`src/rtl/alu_op_scheduler.sv`:
```
// ============================================================================
// Module  : alu_op_scheduler
// Brief   : Round-robin scheduler sharing one ALU between two requesters.
//           It sequences load-A, load-B, execute, wait and respond, then
//           returns the result tagged with the requester id.
//           Optional macro ALU_SCHED_TIMEOUT_EN adds a WAIT-state watchdog.
// Revision: 1.0 - initial release
// ============================================================================
`default_nettype none

module alu_op_scheduler #(
    parameter int W       = 8,
    parameter int TIMEOUT = 16
) (
    input  logic         clk,
    input  logic         reset,
    input  logic         req0_valid,
    output logic         req0_ready,
    input  logic [3:0]   req0_op,
    input  logic [W-1:0] req0_a,
    input  logic [W-1:0] req0_b,
    input  logic         req1_valid,
    output logic         req1_ready,
    input  logic [3:0]   req1_op,
    input  logic [W-1:0] req1_a,
    input  logic [W-1:0] req1_b,
    output logic [W-1:0] alu_a,
    output logic [W-1:0] alu_b,
    output logic         alu_ld_a,
    output logic         alu_ld_b,
    output logic         alu_cmp,
    output logic         alu_add,
    output logic         alu_sub,
    output logic         alu_div,
    output logic         alu_mul,
    input  logic         alu_done,
    input  logic [W-1:0] alu_result,
    output logic         rsp_valid,
    input  logic         rsp_ready,
    output logic         rsp_id,
    output logic [W-1:0] rsp_result,
    output logic         rsp_err
);

    typedef enum logic [2:0] {
        S_IDLE = 3'd0,
        S_LD_A = 3'd1,
        S_LD_B = 3'd2,
        S_EXEC = 3'd3,
        S_WAIT = 3'd4,
        S_RESP = 3'd5
    } state_t;

    localparam logic [3:0] c_OP_CMP = 4'b0001;
    localparam logic [3:0] c_OP_ADD = 4'b0010;
    localparam logic [3:0] c_OP_SUB = 4'b0011;
    localparam logic [3:0] c_OP_DIV = 4'b0100;
    localparam logic [3:0] c_OP_MUL = 4'b0101;

    state_t         r_state;
    state_t         w_state_nxt;
    logic           r_rr;
    logic [3:0]     r_op;
    logic [W-1:0]   r_a;
    logic [W-1:0]   r_b;
    logic           r_id;
    logic [W-1:0]   r_result;
    logic           r_err;

    logic           w_grant0;
    logic           w_grant1;
    logic           w_accept;
    logic [3:0]     w_sel_op;
    logic           w_sel_legal;
    logic           w_done;
    logic           w_timeout;

    // When both requesters are valid the rr pointer picks the winner.
    assign w_grant0    = req0_valid & (~req1_valid | ~r_rr);
    assign w_grant1    = req1_valid & (~req0_valid |  r_rr);
    assign w_accept    = (r_state == S_IDLE) & (w_grant0 | w_grant1);
    assign w_sel_op    = w_grant1 ? req1_op : req0_op;
    assign w_sel_legal = (w_sel_op >= c_OP_CMP) && (w_sel_op <= c_OP_MUL);
    assign w_done      = (r_state == S_WAIT) & alu_done;

`ifdef ALU_SCHED_TIMEOUT_EN
    localparam int             CW      = $clog2(TIMEOUT + 1);
    localparam logic [CW-1:0]  c_LIMIT = CW'(TIMEOUT - 1);

    logic [CW-1:0] r_cnt;

    always_ff @(posedge clk or negedge reset) begin
        if (!reset) begin
            r_cnt <= '0;
        end else if (r_state == S_EXEC) begin
            r_cnt <= '0;
        end else if (r_state == S_WAIT) begin
            r_cnt <= r_cnt + 1'b1;
        end
    end

    // A late alu_done on the limit cycle still wins over the watchdog.
    assign w_timeout = (r_state == S_WAIT) & ~alu_done & (r_cnt == c_LIMIT);
`else
    assign w_timeout = 1'b0;
`endif

    always_ff @(posedge clk or negedge reset) begin
        if (!reset) begin
            r_state <= S_IDLE;
        end else begin
            r_state <= w_state_nxt;
        end
    end

    always_comb begin
        w_state_nxt = r_state;
        req0_ready  = 1'b0;
        req1_ready  = 1'b0;
        alu_ld_a    = 1'b0;
        alu_ld_b    = 1'b0;
        alu_cmp     = 1'b0;
        alu_add     = 1'b0;
        alu_sub     = 1'b0;
        alu_div     = 1'b0;
        alu_mul     = 1'b0;
        rsp_valid   = 1'b0;
        case (r_state)
            S_IDLE: begin
                req0_ready = w_grant0;
                req1_ready = w_grant1;
                if (w_grant0 | w_grant1) begin
                    w_state_nxt = w_sel_legal ? S_LD_A : S_RESP;
                end
            end
            S_LD_A: begin
                alu_ld_a    = 1'b1;
                w_state_nxt = S_LD_B;
            end
            S_LD_B: begin
                alu_ld_b    = 1'b1;
                w_state_nxt = S_EXEC;
            end
            S_EXEC: begin
                alu_cmp     = (r_op == c_OP_CMP);
                alu_add     = (r_op == c_OP_ADD);
                alu_sub     = (r_op == c_OP_SUB);
                alu_div     = (r_op == c_OP_DIV);
                alu_mul     = (r_op == c_OP_MUL);
                w_state_nxt = S_WAIT;
            end
            S_WAIT: begin
                if (alu_done || w_timeout) begin
                    w_state_nxt = S_RESP;
                end
            end
            S_RESP: begin
                rsp_valid = 1'b1;
                if (rsp_ready) begin
                    w_state_nxt = S_IDLE;
                end
            end
            default: w_state_nxt = S_IDLE;
        endcase
    end

    always_ff @(posedge clk or negedge reset) begin
        if (!reset) begin
            r_rr     <= 1'b0;
            r_op     <= 4'd0;
            r_a      <= '0;
            r_b      <= '0;
            r_id     <= 1'b0;
            r_result <= '0;
            r_err    <= 1'b0;
        end else begin
            if (w_accept) begin
                r_op  <= w_sel_op;
                r_a   <= w_grant1 ? req1_a : req0_a;
                r_b   <= w_grant1 ? req1_b : req0_b;
                r_id  <= w_grant1;
                r_err <= ~w_sel_legal;
                if (!w_sel_legal) begin
                    r_result <= '0;
                end
            end
            if (w_done) begin
                r_result <= alu_result;
                r_err    <= 1'b0;
            end else if (w_timeout) begin
                r_result <= '0;
                r_err    <= 1'b1;
            end
            if ((r_state == S_RESP) && rsp_ready) begin
                r_rr <= ~r_id;
            end
        end
    end

    assign alu_a      = r_a;
    assign alu_b      = r_b;
    assign rsp_id     = r_id;
    assign rsp_result = r_result;
    assign rsp_err    = r_err;

endmodule

`default_nettype wire

```
`config.mk`:
```
export PLATFORM = sky130hd
export DESIGN_NAME = alu_op_scheduler
export DESIGN_NICKNAME = d
export VERILOG_FILES = /design/src/rtl/alu_op_scheduler.sv
export SDC_FILE = /design/constraint.sdc
export NUM_CORES = 1
export LEC_CHECK = 0
export CELL_PAD_IN_SITES_DETAIL_PLACEMENT = 0
export CELL_PAD_IN_SITES_GLOBAL_PLACEMENT = 2
export CORE_MARGIN = 4
export CORE_UTILIZATION = 35
export DETAILED_ROUTE_END_ITERATION = 8
export DONT_BUFFER_PORTS = 1
export PLACE_DENSITY = 0.86
export SLEW_MARGIN = 10
export SYNTH_ARGS = -nofsm -noshare
export SYNTH_HDL_FRONTEND = slang
export SYNTH_SLANG_ARGS = --single-unit
```
`constraint.sdc`:
```
create_clock -name clk -period 3.86 [get_ports clk]
set_clock_uncertainty 0.05 [all_clocks]
set_input_delay 0.965 -clock clk [delete_from_list [all_inputs] [get_ports clk]]
set_output_delay 0.965 -clock clk [all_outputs]
set_load 0.1 [all_outputs]
```
==> Word-level counts from Yosys, hierarchy flattened <==
Cells that the tools add are included.
{ "totals": {"reg_bits": 34, "input_bits": 54, "output_inout_bits": 36, "elab_cells": 65} }
{ "op_classes": {"n_lt_le_gt_ge": 2, "eq_ne": 14, "mux": 23, "bitwise_logic": 12, "n_reduce_logical": 6} }
{ "op_table": {"columns": ["op", "n"], "rows": [
  ["2-to-1 mux 8 bit", 5],
  ["one-hot mux 3 bit (6 select lines)", 1],
  ["2-to-1 mux 1 bit", 12],
  ["2-to-1 mux 3 bit", 4],
  ["== test 4 x 2 -> 1 bit, second input constant", 2],
  ["== test 4 x 3 -> 1 bit, second input constant", 2],
  ["== test 3 x 2 -> 1 bit, second input constant", 2],
  ["== test 3 bit, second input constant", 2],
  ["NOT 1 bit", 5],
  ["AND 1 bit", 4],
  ["== test 4 x 1 -> 1 bit, second input constant", 1],
  [">= comparator 4 x 1 -> 1 bit, second input constant", 1],
  ["less-or-equal comparator 4 x 3 -> 1 bit, second input constant", 1],
  ["2-to-1 mux 4 bit", 1],
  ["inequality test 2 x 1 -> 1 bit, second input constant", 2],
  ["inequality test 2 bit, second input constant", 2],
  ["== test 3 x 1 -> 1 bit, second input constant", 1],
  ["logical NOT 3 bit", 1],
  ["OR 1 bit", 3],
  ["AND reduction 3 bit", 1],
  ["logical AND 1 bit", 2],
  ["AND reduction 2 bit", 1],
  ["nonzero test 2 bit", 1]
]} }

==> Logic depth before layout (Yosys ltp) <==
Gate-level depths: netlist of the first run.
{ "logic_depth": {"word_depth": 9, "ltp_mapped": 6} }

==> Least setup slack after synthesis of the first run <==
OpenSTA, ideal clock, no wires.
{ "synth_timing": {"path_type": "input-to-output", "startpoint": "input port req1_valid", "endpoint": "output port req1_ready", "t_arrival_ns": 4.364, "required_time_ns": 2.845, "path_slack_ns": -1.519, "path_stages": 4, "n_path_buf": 2, "path_cell_list": "clkbuf_1 o21ai_4 buf_4 nor4_1"} }
{ "synth_via": {"elab_chain_cells": 2} }
{ "synth_rtl": {"columns": ["item", "line_no", "text"], "rows": [
  ["start, declared", "22", "input logic req1_valid,"],
  ["AND 1 bit", "80", "assign w_grant1 = req1_valid & (~req0_valid | r_rr);"],
  ["2-to-1 mux 1 bit", "128", "case (r_state)"],
  ["end, declared", "23", "output logic req1_ready,"]
]} }
Every way passes these cells.

==> Worst setup path after layout of the first run <==
{ "layout_timing": {"startpoint": "register r_state[0]", "endpoint": "output port alu_add"} }
{ "layout_via": {"elab_chain_cells": 2} }
{ "layout_rtl": {"columns": ["item", "line_no", "text"], "rows": [
  ["start, declared", "60", "state_t r_state;"],
  ["start signal, assigned", "112", "r_state <= w_state_nxt;"],
  ["== test 3 x 2 -> 1 bit", "128", null],
  ["2-to-1 mux 1 bit", "128", null],
  ["end, declared", "32", "output logic alu_add,"]
]} }
Every way passes these cells.

==> impl_metrics.json, run 1 <==
{
  "drc": 0,
  "netlist_instances": 173,
  "grt_overflow": 0,
  "worst_pin_slew_ns": 0.938,
  "synth_common_cells": "nand2_1 (39), dfrtp_1 (34), mux2i_1 (20), o21ai_0 (20), a21oi_1 (10)",
  "area_growth_pct": 16.2,
  "die_h_um": 77.4,
  "synth-seq-cells": 34,
  "cts_setup_buffers": 0,
  "cpPeakStageDelay_ns": 0.61,
  "drv_slew": 0,
  "crit_path_end_kind": "output pin",
  "critPathArrivalTime_ns": 1.93,
  "max-cap-violations": 0,
  "vias": 1289,
  "hold_path_class": "in -> async",
  "muxShareOfSynthArea_pct": 11.9,
  "die_area_sq_um": 5990,
  "root_buffer": "clkbuf_8",
  "synthesis.area_sq_um": 1690,
  "relSlewSlack_pct": 37.5,
  "io_buffers": 0,
  "grt_pass1_wl_mm": 6.48,
  "synth_top_family_by_area": "simple AND/OR/NAND/NOR gates",
  "grt_setup_unrepaired": "no",
  "finalSetupTns_ns": 0,
  "rows": 24,
  "outcome": "completed",
  "clock_latency_ns": 0.28,
  "synth_compound_area_share_pct": 16.7,
  "setup_viol": 0,
  "finalWirelength_mm": 4.00,
  "core_sq_um": 4500,
  "rrSetupSlack_ns": 2.00,
  "crit_family": "simple AND/OR/NAND/NOR gates",
  "crit_required_ns": 2.84,
  "synthSimpleGateAreaFrac_pct": 17.3,
  "synth.most_common_cell": "nand2_1",
  "synth-edff-count": 0,
  "fp.dieW_um": 77.4,
  "wl_per_cell_um": 17.0,
  "fmax_mhz": 340,
  "via_per_inst": 5.49,
  "critPathLaunchType": "register",
  "cts.sinks": 34,
  "htreeDepth": 2,
  "start_util_pct": 37.4,
  "grtUsageTotal_pct": 13.5,
  "period_share_pct": 76.2,
  "synth_adder_area_share_pct": 0,
  "cts.clk_slew.worst_paths_ns": 0.07,
  "drive_above_1_share_pct": 15.8,
  "hpwl_mm": 3.08,
  "avgSynthCellArea_sq_um": 9.74,
  "synth-main-ff-cell": "dfrtp_1",
  "path_cells": "nand2b_1 > nor3_1 > nor4bb_4 > buf_4",
  "drtIter0Drc": 27,
  "yosysTopAreaCell": "dfrtp_1",
  "clockBufferDepth": 2,
  "gp_congestion": 0.855,
  "tritoncts": "built",
  "dr.pass1.iters": 4,
  "hold_buffers": 0,
  "io_pins": 90,
  "cp_max_fo": 13,
  "synth-seq-area-share_pct": 50.5,
  "grt_pass1_vias": 1369,
  "cp.buffers_inverters": 1,
  "antenna_cells": 0,
  "path_class": "reg -> out",
  "ant_nets": 0,
  "synth_xor_area_share_pct": 0,
  "synthArstFlopShare_pct": 100,
  "cts_resized": 0,
  "grt_start_max_net_pins": 43,
  "yosys_warnings": 0,
  "yosys.area.top_type_share_pct": 50.5,
  "antenna_found_initial": 0,
  "ys_top_cells_by_area": "dfrtp_1 (50%), mux2i_1 (12%), nand2_1 (8.7%)",
  "ys_types": 35,
  "numCtsBuffers": 5,
  "cp_slowest_cell": "dfrtp_1",
  "synth_fp_nets": 227,
  "nets": 236,
  "fin_crit_ns": 2.94,
  "finalHoldViolCount": 0
}
==> cell usage in the layout, fill, tap and decap left out, types with 2 or more instances in the layout <==
cell type / count
o21ai_0: 20
nor2_1: 2
nand2_1: 39
clkbuf_1: 2
o21ai_1: 2
buf_4: 11
dfrtp_1: 34
and3b_1: 2
inv_1: 2
mux2i_1: 20
nor3_2: 2
clkbuf_8: 5
a21oi_1: 10
nor2_2: 2
and3_1: 2
nor3_1: 4
==> sequential cells by signal, indices dropped and copies added, names as in the netlist <==
signal      count
alu_b           8
rsp_err         1
rsp_result      8
r_rr            1
r_state         3
r_op            4
alu_a           8
rsp_id          1
==> logic make-up after synthesis <==
family	after synthesis
compound gates	44
buf+inv	13
flops	34
mux	20
simple gates	62
==> through the flow <==
| step | setup WS (ns) | hold slack (ns) | utilization [%] | std cells | instance area [sq um] |
|---|---|---|---|---|---|
| after global placement | 1.27 | 0.457 | 41.1 | 227 | 1850 |
| after detailed placement | 1.20 | 0.512 | 41.1 | 227 | 1850 |
| after floorplan | -0.327 | 0.424 | - | 173 | 1700 |
| after global routing | 0.725 | 0.303 | 43.5 | 235 | 1960 |
| after CTS | 0.888 | 0.312 | 43.5 | 235 | 1960 |
| final | 0.917 | 0.328 | 43.5 | 235 | 1960 |
==> path summary, 6_finish.rpt <==
path,endpoint,startpoint,cells after the start
max in group asynchronous,alu_a[3],reset,0
min in group clk,r_op[1],r_op[1],2
min reg2reg,r_op[1],r_op[1],2
max,alu_add,r_state[0],4
min,alu_b[2],reset,0
max reg2reg,rsp_result[1],r_state[0],5
==> layer usage <==
metal  vias up  GRT usage, %  share of wire [%]
li1        623             -                  -
met1       602          14.7                 38
met2        56          24.2                 52
met3         8          4.75                8.2
met4         0          4.98                1.6
met5         -             0                  0
==> cell type report <==
type                       instances  area, sq um
tap                               52         65.1
timing repair buffer              12          108
clock inverter                     1         30.0
sequential                        34          851
inverter                           3         11.3
clock buffer                       7         76.3
multi-input combinational        126          817
fill                             438         2550
Power of run 1 is left out: the tool's default activity adds up to more than one toggle a clock period on the data nets, which glitch-free logic cannot reach.
==> run 2: changes to the inputs <==
--- a/config.mk
+++ b/config.mk
@@ -8,10 +8,10 @@
 export CELL_PAD_IN_SITES_DETAIL_PLACEMENT = 0
 export CELL_PAD_IN_SITES_GLOBAL_PLACEMENT = 2
 export CORE_MARGIN = 4
-export CORE_UTILIZATION = 35
+export CORE_UTILIZATION = 31
 export DETAILED_ROUTE_END_ITERATION = 8
 export DONT_BUFFER_PORTS = 1
-export PLACE_DENSITY = 0.86
+export PLACE_DENSITY = 0.81
 export SLEW_MARGIN = 10
 export SYNTH_ARGS = -nofsm -noshare
 export SYNTH_HDL_FRONTEND = slang
==> constraint.sdc (replaced) <==
create_clock -name clk -period 2.7 [get_ports clk]
set_clock_uncertainty 0.05 [all_clocks]
set_input_delay 0.675 -clock clk [delete_from_list [all_inputs] [get_ports clk]]
set_output_delay 0.675 -clock clk [all_outputs]
set_load 0.1 [all_outputs]
==> run 2 against run 1 <==
Net effect:
- sequential cell count is the same
- setup slack lost 0.79 ns
- non-clock buffer count grew 29
- via count grew 7.9%
- critical endpoint unchanged
- count of clock-buffer cells in the layout is the same
- first-iteration DRC count grew 110%
- utilization shrank 0.12 points
- register-to-register slack lost 1.1 ns
==> impl_metrics.json, run 2 (synthesized netlist as in run 1, its figures left out) <==
{
  "rows": 26,
  "io_buffers": 0,
  "final_cell_mix": "nand2_1 (39), buf_4 (36), dfrtp_1 (33)",
  "relSlewSlack_pct": 65.3,
  "path_class": "reg -> out",
  "outcome": "completed",
  "cts.sinks": 34,
  "worst_pin_slew_ns": 0.517,
  "finalWirelength_mm": 4.35,
  "finalSetupTns_ns": 0,
  "io_pins": 90,
  "hold_buffers": 0,
  "hold_path_class": "in -> async",
  "grt_setup_unrepaired": "no",
  "dr.pass1.iters": 4,
  "grt_pass1_vias": 1468,
  "fmax_mhz": 389,
  "drc": 0,
  "die_area_sq_um": 6680,
  "clock_latency_ns": 0.28,
  "dp_cells": 274,
  "tritoncts": "built",
  "gp_congestion": 0.697,
  "crit_required_ns": 1.98,
  "max-cap-violations": 0,
  "layout_commonest_cell": "nand2_1",
  "r2r_end": "rsp_result[1]",
  "period_share_pct": 95.2,
  "critPathLaunchType": "register",
  "r2r_cells": 6,
  "htreeDepth": 2,
  "reg2reg_from": "r_state[0]",
  "core_sq_um": 5170,
  "numCtsBuffers": 5,
  "drv_slew": 0,
  "drive_above_1_share_pct": 28.8,
  "grt_start_max_net_pins": 35,
  "grt_overflow": 0,
  "cts.clk_slew.worst_paths_ns": 0.07,
  "grt_pass1_wl_mm": 6.69,
  "grtUsageTotal_pct": 13.3,
  "clockBufferDepth": 2,
  "root_buffer": "clkbuf_8",
  "hpwl_mm": 3.49,
  "nets": 265,
  "via_per_inst": 4.93,
  "wl_per_cell_um": 15.4,
  "crit_path_end_kind": "output pin",
  "start_util_pct": 32.6,
  "finalHoldViolCount": 0,
  "fin_crit_ns": 2.57,
  "area_growth_pct": 33.0,
  "setup_viol": 0,
  "drtIter0Drc": 56,
  "antenna_cells": 0,
  "fp.dieW_um": 81.7,
  "die_h_um": 81.7,
  "ant_nets": 0,
  "cp_max_fo": 6,
  "vias": 1391,
  "stdcell_count": 282,
  "rrSetupSlack_ns": 0.87,
  "critPathArrivalTime_ns": 1.84,
  "final_util_pct": 43.3,
  "antenna_found_initial": 0
}
-- run 2: stage by stage --
stage / hold WS (ns) / worst slack, ns / area [sq um]
detailed placement: 0.330 / 0.437 / 2140
floorplan: 0.329 / -0.254 / 1720
global route: 0.0137 / 0.00887 / 2240
CTS: 0.0172 / 0.116 / 2230
finish: 0.0330 / 0.130 / 2240
global placement: 0.330 / 0.501 / 2140
-- run 2: worst max-delay path, stage by stage, from the launching register on --
cell      delay [ns]
dfrtp_1         0.47
nand2b_1        0.26
nor3_1          0.22
nor4bb_4        0.39
buf_12          0.22
-- run 2: repair_timing --
item	CTS	global route
resized for setup	0	2
setup buffers	0	0
setup endpoints to repair	0	3
-- run 2: area by class of cell --
class	count	area, sq um
clock buffer	7	86.3
clock inverter	1	5.00
fill	499	2930
inverter	3	11.3
multi-input combinational	126	830
sequential	34	852
tap	70	87.6
timing repair buffer	41	370
-- run 2: worst max-delay path by stage --
stage | start | to | slack (ns) | cells past startpoint
after floorplan | req1_valid | req1_ready | -0.25 | 4
after global placement | r_state[1] | alu_div | 0.50 | 4
after detailed placement | r_state[2] | alu_add | 0.44 | 4
after CTS | r_state[2] | alu_add | 0.12 | 4
after global routing | r_state[2] | alu_add | 0.009 | 4
final | r_state[2] | alu_add | 0.13 | 4
-- run 2: routing by layer --
| metal | vias up | part of all wire, % | track usage, % |
|---|---|---|---|
| met3 | 8 | 8.2 | 4.39 |
| li1 | 677 | - | - |
| met1 | 657 | 36 | 13.7 |
| met5 | - | 0 | 0 |
| met4 | 0 | 1.7 | 5.15 |
| met2 | 49 | 54 | 24.6 |
Power of run 2 is left out for the same reason.
==> run 3: changes to the inputs <==
--- a/config.mk
+++ b/config.mk
@@ -11,6 +11,7 @@
 export CORE_UTILIZATION = 31
 export DETAILED_ROUTE_END_ITERATION = 8
 export DONT_BUFFER_PORTS = 1
+export MAX_ROUTING_LAYER = met4
 export PLACE_DENSITY = 0.81
 export SLEW_MARGIN = 10
 export SYNTH_ARGS = -nofsm -noshare
==> run 3 against run 2 <==
Net effect:
- utilization unchanged
- critical endpoint unchanged
- critical path type unchanged
- sequential cell count unchanged
- global-route usage increased by 0.38 points
- first-iteration DRC count is 21% higher
- count of clock-buffer cells in the layout unchanged
- fmax is essentially flat
- cell area unchanged
==> impl_metrics.json, run 3 (synthesized netlist as in run 1, its figures left out) <==
{
  "cts.clk_slew.worst_paths_ns": 0.07,
  "nets": 265,
  "grt_overflow": 0,
  "gp_congestion": 0.705,
  "die_area_sq_um": 6680,
  "cts_setup_buffers": 0,
  "dp_cells": 274,
  "layout_commonest_cell": "nand2_1",
  "dr.pass1.iters": 4,
  "io_buffers": 0,
  "critPathLaunchType": "register",
  "cts.sinks": 34,
  "wl_per_cell_um": 15.4,
  "multi_input_area_sq_um": 830,
  "drive_above_1_share_pct": 28.8,
  "grt_pass1_wl_mm": 6.68,
  "path_class": "reg -> out",
  "cp_max_fo": 6,
  "drc": 0,
  "fp.dieW_um": 81.7,
  "finalWirelength_mm": 4.35,
  "setup_viol": 0,
  "grt_setup_unrepaired": "no",
  "finalHoldViolCount": 0,
  "tritoncts": "built",
  "hpwl_mm": 3.49,
  "fill_cells": 499,
  "drtIter0Drc": 68,
  "grtUsageTotal_pct": 13.6,
  "hold_path_class": "in -> async",
  "io_pins": 90,
  "critPathArrivalTime_ns": 1.84,
  "final_util_pct": 43.3,
  "max-cap-violations": 0,
  "grt_pass1_vias": 1468,
  "area_growth_pct": 33.0,
  "worst_pin_slew_ns": 0.517,
  "htreeDepth": 2,
  "die_h_um": 81.7,
  "numCtsBuffers": 5,
  "crit_required_ns": 1.98,
  "stdcell_count": 282,
  "cts_resized": 0,
  "clockBufferDepth": 2,
  "period_share_pct": 95.2,
  "regArea_sq_um": 852,
  "crit_path_end_kind": "output pin",
  "root_buffer": "clkbuf_8",
  "fmax_mhz": 389,
  "drv_slew": 0,
  "ant_nets": 0,
  "final_cell_mix": "nand2_1 (39), buf_4 (36), dfrtp_1 (33)",
  "clock_latency_ns": 0.28,
  "hold_buffers": 0,
  "start_util_pct": 32.6,
  "grt_start_max_net_pins": 35,
  "core_sq_um": 5170,
  "rows": 26,
  "via_per_inst": 4.93,
  "whs_ns": 0.0330,
  "antenna_cells": 0,
  "relSlewSlack_pct": 65.3,
  "fin_crit_ns": 2.57,
  "antenna_found_initial": 0,
  "vias": 1391,
  "outcome": "completed"
}
run 3: metrics by stage:
step | TNS (ns) | cell area [sq um] | setup WS [ns]
finish | 0 | 2240 | 0.130
global route | 0 | 2240 | 0.00886
CTS | 0 | 2230 | 0.116
floorplan | -0.254 | 1720 | -0.254
detailed placement | 0 | 2140 | 0.437
global placement | 0 | 2140 | 0.501
run 3: final timing paths:
| path | start | end | slack [ns] | cells after the start |
|---|---|---|---|---|
| setup / recovery | r_state[2] | alu_add | 0.13 | 4 |
| hold / removal | reset | alu_a[7] | 0.03 | 0 |
| setup reg to reg | r_state[0] | rsp_result[1] | 0.87 | 6 |
| hold reg to reg | rsp_id | r_rr | 0.47 | 1 |
| max in group asynchronous | reset | r_state[1] | 2.48 | 0 |
| min in group clk | alu_result[6] | rsp_result[6] | 0.47 | 2 |
run 3: critical path, stage by stage, from the launching register on:
cell      delay [ns]
dfrtp_1         0.47
nand2b_1        0.26
nor3_1          0.22
nor4bb_4        0.39
buf_12          0.22
run 3: routing by layer:
layer	global-route usage [%]	wire [um]	vias to the layer above
met2	24.6	2340	49
met1	13.8	1590	657
li1	-	-	677
met3	4.17	339	8
met4	5.15	76	0
met5	-	0	-
run 3: area by class of cell:
type / count / share of cell area [%]
clock inverter: 1 / 0.223
tap: 70 / 3.91
multi-input combinational: 126 / 37.0
inverter: 3 / 0.502
timing repair buffer: 41 / 16.5
sequential: 34 / 38.0
clock buffer: 7 / 3.85
Power of run 3 is left out for the same reason.
